File: config.mk
export PLATFORM = sky130hd
export DESIGN_NAME = ysyx_22050243_decode_stage
export DESIGN_NICKNAME = d
export VERILOG_FILES = /design/src/rtl/ysyx_22050243_decode_stage.sv
export SDC_FILE = /design/constraint.sdc
export NUM_CORES = 1
export LEC_CHECK = 0
export BUFFER_PORTS_ARGS = -buffer_cell sky130_fd_sc_hd__buf_2
export CORE_ASPECT_RATIO = 0.6
export CORE_MARGIN = 3
export CORE_UTILIZATION = 25
export DETAILED_ROUTE_END_ITERATION = 16
export PLACE_DENSITY_LB_ADDON = 0.05
export SLEW_MARGIN = 20
export SYNTH_ARGS = -nofsm -noshare
export SYNTH_HDL_FRONTEND = slang
export SYNTH_SLANG_ARGS = --single-unit
File: constraint.sdc
create_clock -name clk -period 2.6 [get_ports clk]
set_input_delay 0.13 -clock clk [delete_from_list [all_inputs] [get_ports clk]]
set_output_delay 0.13 -clock clk [all_outputs]
set_load 0.02 [all_outputs]
File: src/rtl/ysyx_22050243_decode_stage.sv
// Decode-control stage between IFU and EXU: one-entry pipeline register,
// valid/ready backpressure, flush, trap detection and RUN/HALT control.
module ysyx_22050243_decode_stage #(
  parameter int XLEN       = 64,
  parameter bit RV64       = 1'b1,
  parameter bit ENABLE_CSR = 1'b1,
  parameter int CNT_W      = 32
) (
  input  logic             clk,
  input  logic             rst,
  input  logic             in_valid,
  output logic             in_ready,
  input  logic [31:0]      in_inst,
  input  logic [XLEN-1:0]  in_pc,
  input  logic             flush,
  output logic             out_valid,
  input  logic             out_ready,
  output logic [31:0]      out_inst,
  output logic [XLEN-1:0]  out_pc,
  output logic             alu_src,
  output logic             reg_w,
  output logic             mem_r,
  output logic             mem_w,
  output logic             branch,
  output logic             csr_r,
  output logic [2:0]       mem2reg,
  output logic [1:0]       pc_src_ctrl,
  output logic [2:0]       alu_op,
  output logic             exc_illegal,
  output logic             exc_ecall,
  output logic             exc_ebreak,
  output logic             halted,
  output logic             halt_code,
  output logic [CNT_W-1:0] decode_cnt
);

  typedef enum logic {RUN, HALT} state_t;

  localparam logic [6:0] OP_LUI    = 7'b0110111;
  localparam logic [6:0] OP_AUIPC  = 7'b0010111;
  localparam logic [6:0] OP_JAL    = 7'b1101111;
  localparam logic [6:0] OP_JALR   = 7'b1100111;
  localparam logic [6:0] OP_BRANCH = 7'b1100011;
  localparam logic [6:0] OP_LOAD   = 7'b0000011;
  localparam logic [6:0] OP_STORE  = 7'b0100011;
  localparam logic [6:0] OP_IMM    = 7'b0010011;
  localparam logic [6:0] OP_OP     = 7'b0110011;
  localparam logic [6:0] OP_IMM32  = 7'b0011011;
  localparam logic [6:0] OP_32     = 7'b0111011;
  localparam logic [6:0] OP_FENCE  = 7'b0001111;
  localparam logic [6:0] OP_SYSTEM = 7'b1110011;

  localparam logic [CNT_W-1:0] CNT_ONE = 1;

  state_t      state;
  state_t      state_nxt;
  logic [6:0]  opc;
  logic [2:0]  f3;
  logic [13:0] dvec;
  logic [13:0] vec_q;
  logic        d_ill;
  logic        d_ecall;
  logic        d_ebreak;
  logic        in_fire;
  logic        out_fire;

  assign opc = in_inst[6:0];
  assign f3  = in_inst[14:12];

  // dvec = {csr_r, alu_src, mem2reg, reg_w, mem_r, mem_w, branch, pc_src, alu_op}
  always_comb begin
    dvec     = '0;
    d_ill    = 1'b0;
    d_ecall  = 1'b0;
    d_ebreak = 1'b0;
    unique case (1'b1)
      (in_inst == 32'h0): ;
      (opc == OP_LUI):    dvec = 14'b0_0_010_1_0_0_0_00_000;
      (opc == OP_AUIPC):  dvec = 14'b0_0_100_1_0_0_0_00_000;
      (opc == OP_JAL):    dvec = 14'b0_0_011_1_0_0_0_01_000;
      (opc == OP_JALR):   dvec = 14'b0_0_011_1_0_0_0_10_000;
      (opc == OP_BRANCH): dvec = 14'b0_0_000_0_0_0_1_00_001;
      (opc == OP_LOAD):   dvec = 14'b0_1_001_1_1_0_0_00_000;
      (opc == OP_STORE):  dvec = 14'b0_1_000_0_0_1_0_00_000;
      (opc == OP_IMM):    dvec = 14'b0_1_000_1_0_0_0_00_011;
      (opc == OP_OP):     dvec = 14'b0_0_000_1_0_0_0_00_010;
      (opc == OP_FENCE):  dvec = '0;
      (opc == OP_IMM32): begin
        if (RV64) dvec = 14'b0_1_000_1_0_0_0_00_111;
        else      d_ill = 1'b1;
      end
      (opc == OP_32): begin
        if (RV64) dvec = 14'b0_0_000_1_0_0_0_00_110;
        else      d_ill = 1'b1;
      end
      (opc == OP_SYSTEM && f3 == 3'b000): begin
        if (in_inst[31:20] == 12'h000)      d_ecall  = 1'b1;
        else if (in_inst[31:20] == 12'h001) d_ebreak = 1'b1;
        else                                d_ill    = 1'b1;
      end
      // funct3 100 has low bits 00 and falls to the illegal default
      (opc == OP_SYSTEM && f3[1:0] != 2'b00): begin
        if (ENABLE_CSR) dvec = 14'b1_0_101_1_0_0_0_00_000;
        else            d_ill = 1'b1;
      end
      default: d_ill = 1'b1;
    endcase
  end

  assign in_ready = (state == RUN) & ~flush & (~out_valid | out_ready);
  assign in_fire  = in_valid & in_ready;
  assign out_fire = out_valid & out_ready;
  assign halted   = (state == HALT);

  assign {csr_r, alu_src, mem2reg, reg_w, mem_r,
          mem_w, branch, pc_src_ctrl, alu_op} = vec_q;

  always_comb begin
    state_nxt = state;
    unique case (state)
      RUN: begin
        if (out_fire && !flush && (exc_ebreak || exc_illegal))
          state_nxt = HALT;
      end
      HALT:    state_nxt = HALT;
      default: state_nxt = RUN;
    endcase
  end

  always_ff @(posedge clk) begin
    if (rst) begin
      state       <= RUN;
      out_valid   <= 1'b0;
      vec_q       <= '0;
      exc_illegal <= 1'b0;
      exc_ecall   <= 1'b0;
      exc_ebreak  <= 1'b0;
      out_inst    <= '0;
      out_pc      <= '0;
      halt_code   <= 1'b0;
      decode_cnt  <= '0;
    end else begin
      state <= state_nxt;
      if (state == RUN && state_nxt == HALT)
        halt_code <= exc_illegal;
      if (out_fire && !flush)
        decode_cnt <= decode_cnt + CNT_ONE;
      if (flush) begin
        out_valid <= 1'b0;
      end else if (in_fire) begin
        out_valid   <= 1'b1;
        vec_q       <= dvec;
        exc_illegal <= d_ill;
        exc_ecall   <= d_ecall;
        exc_ebreak  <= d_ebreak;
        out_inst    <= in_inst;
        out_pc      <= in_pc;
      end else if (out_fire) begin
        out_valid <= 1'b0;
      end
    end
  end

endmodule

# Word level (Yosys, flattened, before mapping)
# Index checks and enable logic that the tools add are counted.
[op_classes] magnitude_cmp=0 shifts=0 add_sub_neg=1 muxes=13 n_eq_ne=14 n_reduce_logical=15 n_bitwise=8 multipliers=0 div=0
[op_table] operator="14-bit case mux with 12 select lines" count=1
[op_table] operator="32-bit by 1-bit adder with 32-bit output, second input constant" count=1
[op_table] operator="32-bit zero test" count=1
[op_table] operator="7-bit by 6-bit equality test with 1-bit output, second input constant" count=4
[op_table] operator="7-bit equality test, second input constant" count=4
[op_table] operator="7-bit by 5-bit equality test with 1-bit output, second input constant" count=3
[op_table] operator="14-bit OR reduction" count=1
[op_table] operator="12-bit by 1-bit equality test with 1-bit output, second input constant" count=1
[op_table] operator="12-bit zero test" count=1
[op_table] operator="1-bit 2-to-1 mux" count=10
[op_table] operator="7-bit by 2-bit equality test with 1-bit output, second input constant" count=1
[op_table] operator="7-bit by 4-bit equality test with 1-bit output, second input constant" count=1
[op_table] operator="1-bit logical AND" count=5
[op_table] operator="1-bit AND" count=4
[op_table] operator="1-bit case mux with 2 select lines" count=2
[op_table] operator="2-bit nonzero test" count=2
[op_table] operator="3-bit zero test" count=1
[op_table] operator="1-bit inverter" count=3
[op_table] operator="2-bit AND reduction" count=1
[op_table] operator="2-bit OR reduction" count=1
[op_table] operator="1-bit zero test" count=1
[op_table] operator="1-bit logical OR" count=1
[op_table] operator="1-bit OR" count=1
[totals] elab_cells=61 mem_count=0 latch_bits=0 mem_bits_rw=0 out_inout_bits=149 ff_bits=148 rom_bits=0 input_bits=101

# Longest topological paths before layout
[depth] depth_word=6 mapped_depth=7 ltp_nobuf=6

# Least setup slack after synthesis
# Ideal clock, no wire load.
[synth_timing] path_type="register to register" start="register decode_cnt[12]" end="register decode_cnt[31]" synth_period_minus_slack_ns=2.127 t_required_ns=2.479 n_path_buf=1 path_stages_with_launch=6 path_slack_ns=0.473 arrival_ns=2.006 cell_sequence="dfxtp_1 -> nand4_2 -> or4_1 -> buf_6 -> nor4_2 -> mux2_2"
[synth_via] elab_chain_cells=1
[synth_rtl] element="from (decl)" line="34" rtl="output logic [CNT_W-1:0] decode_cnt"
[synth_rtl] element="from (signal assigned)" line="147" rtl="decode_cnt <= decode_cnt + CNT_ONE;"
[synth_rtl] element="32-bit by 1-bit adder with 32-bit output" line="147"
# No other way between the ends.
# A chain may end at the register's enable or synchronous reset.

# Final worst setup path
[layout_timing] start="register decode_cnt[12]" end="register decode_cnt[29]"
# Same word-level chain as after synthesis.

==> flow_summary.toml <==
[synthesis]
synth_top_area_share_pct = 52.0
synthTopCellsByArea = "dfxtp_1, nand2_1, a21oi_1"
syn_nets = 811
yosys_warnings = 0
syn-cell-area_um2 = 5700
seq_area_frac_synth_pct = 52.0
synth_cell_type_count = 42
avgSynthCellArea_um2 = 8.04
ys.flop_type = "dfxtp_1"
yosysTopAreaCell = "dfxtp_1"
synth_most_common_cell = "nand2_1"
synthTopCellsByCount = "nand2_1, dfxtp_1, a21oi_1"
syn_inst = 709
synth-edff-count = 0
async_flop_share_pct = 0
ys_seq_elements = 148

[final_layout]
layout-drive-gt1-share_pct = 29.2
syn_to_final_growth_pct = 55.1
layout.nets = 1138
multi_input_area_um2 = 2550
regArea_um2 = 2960
fillers = 2323
antenna_cells = 0

[run]
maxCapViolCount = 0

[global_routing]
grt_max_degree = 54
grt_pass1_vias = 5554
antenna_found_initial = 0
grt_use_total_pct = 16.1
overflow = 0
grt_pass1_wl_um = 31500

[die]
ioPinCount = 250
initial_utilization_pct = 25.7
die_w_um = 201
die_h_um = 123
rows = 42
coreArea_um2 = 22200
dieArea_um2 = 24700

[sta]
period_share_pct = 80.4
fin_tns_setup_ns = 0
relSlewSlack_pct = 55.2
max_freq_ghz = 0.479
fin_skew_ns = 0.00685
grt_setup_unrepaired = "no"
timing.final.crit_period_ns = 2.09
report.final.hold_viol_count = 0
slew_viol_final = 0
final-setup-viol-count = 0
worst_slew_pin_slew_ns = 0.666

[pwr]
p_total_mw = 5.65
powerDensity_nw_per_um2 = 639
max-vdd-ir-drop_v = 0.000412
p_leak_nw = 3.86

[run_status]
status = "finished, final reports clean"

[routing]
drtIter0Drc = 250
vias_per_cell = 4.27
wl_um = 20300
via_count = 5797
drc = 0
drtAntennaViolNets = 0
first_pass_iters = 4
wl_per_cell_um = 15.0

[clock_network]
cts_resized = 0
htree_num_levels = 4
clock-root-buffer = "clkbuf_16"
post_cts_buffers = 0
ctsLongestPathBuffers = 2
tritoncts = "done"
hold_buffers = 92
clk_latency_ns = 0.42
cts.sinks = 148
path_clk_slew_ns = 0.06
cts_buffers = 17

[worst_hold_path]
hold_path.class = "in -> reg"

[setup_path]
cp_data_required_time_ns = 2.89
crit_chain = "nand4_2 -> or4_1 -> buf_4 -> nor4_4 -> xnor2_1 -> nor2_1"
crit_path_max_incr_delay_ns = 0.66
worstSetupStartpointType = "flop"
worst-setup-path-type = "reg -> reg"
cp_data_arrival_time_ns = 2.38
worstPathMaxFanout = 6
critical-path-slowest-cell = "or4_1"
endpoint_kind = "flop"
path_buf_inv = 1
critical_path.top_delay_family = "simple AND/OR/NAND/NOR gates"

[place]
dp_hpwl_um = 14100
port_buffers = 249
gp_congestion = 0.747
[layout make-up]
class | count | area share, %
Multi-Input combinational cell | 508 | 28.8
Tap cell | 308 | 4.36
Timing Repair Buffer | 356 | 26.1
Clock inverter | 9 | 1.71
Clock buffer | 23 | 5.29
Inverter | 5 | 0.212
Sequential cell | 148 | 33.5
[power by group]
group | total (mW) | switching, mW | internal [mW]
Clock | 2.63 | 0.972 | 1.66
Combinational | 0.638 | 0.365 | 0.273
Sequential | 2.38 | 0.0375 | 2.35
Total | 5.65 | 1.37 | 4.27
[layer usage]
metal  share of wire [%]  track usage (%)
met3                 7.3             6.18
met1                  51             22.9
met4                 1.0             4.34
met2                  41             22.7
met5                   0                0
[metrics by stage]
step                      hold slack, ns  utilization [%]  setup slack (ns)  std cells  instance area, um2
final                             0.0331             39.8             0.510       1357                8840
after global placement             0.355             32.9             0.554       1233                7300
after CTS                        0.00325             39.8             0.485       1357                8840
after floorplan                    0.208                -             0.473        709                5700
after detailed placement           0.335             32.9             0.498       1233                7300
after global routing              0.0182             39.8             0.322       1357                8840
[sequential cells by signal, summed over array words and instances (netlist names)]
signal,cells
out_valid,1
exc_ebreak,1
out_pc,64
vec_q,14
out_inst,32
decode_cnt,32
halt_code,1
exc_ecall,1
exc_illegal,1
halted,1
[cell usage in the layout (no fill, tap or decap), types with 2 or more instances in the layout]
cell           Yosys  routed
clkbuf_1          43       4
dlygate4sd3_1      0      92
buf_12             0       2
inv_1              5       5
dfxtp_1          148     148
bufinv_16          0       4
nand2_1          216     216
or4_1              3       3
nor3_1            15      15
nand2b_1           4       4
nor2_1            56      56
nand3_1           14      13
and4_1             2       2
or2_2              2       2
nor4_1            10      10
and3_1             4       3
clkinv_2           0       3
xnor2_1           15      15
nor4_4             3       3
nand4_1           11      11
a22oi_1            3       3
a21oi_1          108     108
a311oi_1           2       2
xor2_1            15      15
or3_1              2       2
clkbuf_8           0       2
o21ai_0            2       2
buf_2              1     248
clkbuf_16          0      17
nand3b_1           2       2
nor4_2             4       4
buf_4              0      14
[worst register-to-register path, delay by kind of cell (launching register included)]
| kind | cells | cell delay [ns] |
|---|---|---|
| xor+xnor | 1 | 0.15 |
| buf+inv | 1 | 0.23 |
| flops | 1 | 0.42 |
| simple gates | 4 | 1.17 |
[worst paths after layout]
check	startpoint	end	slack, ns	depth (start not counted)
setup / recovery	decode_cnt[12]$_SDFFE_PP0P_	decode_cnt[29]$_SDFFE_PP0P_	0.51	6
hold / removal	in_inst[6]	out_inst[6]$_SDFFE_PP0P_	0.03	3
setup reg to reg	decode_cnt[12]$_SDFFE_PP0P_	decode_cnt[29]$_SDFFE_PP0P_	0.51	6
hold reg to reg	out_inst[31]$_SDFFE_PP0P_	out_inst[31]$_SDFFE_PP0P_	0.45	2
[logic make-up after synthesis]
kind of cell	after synthesis	share of synthesized area (%)
simple gates	356	28.3
flops	148	52.0
compound gates	120	11.1
buf+inv	53	3.64
xor+xnor	30	4.61
mux	1	0.197
fa+ha+maj	1	0.219
Note: power is estimated with default switching activity, not from simulation.
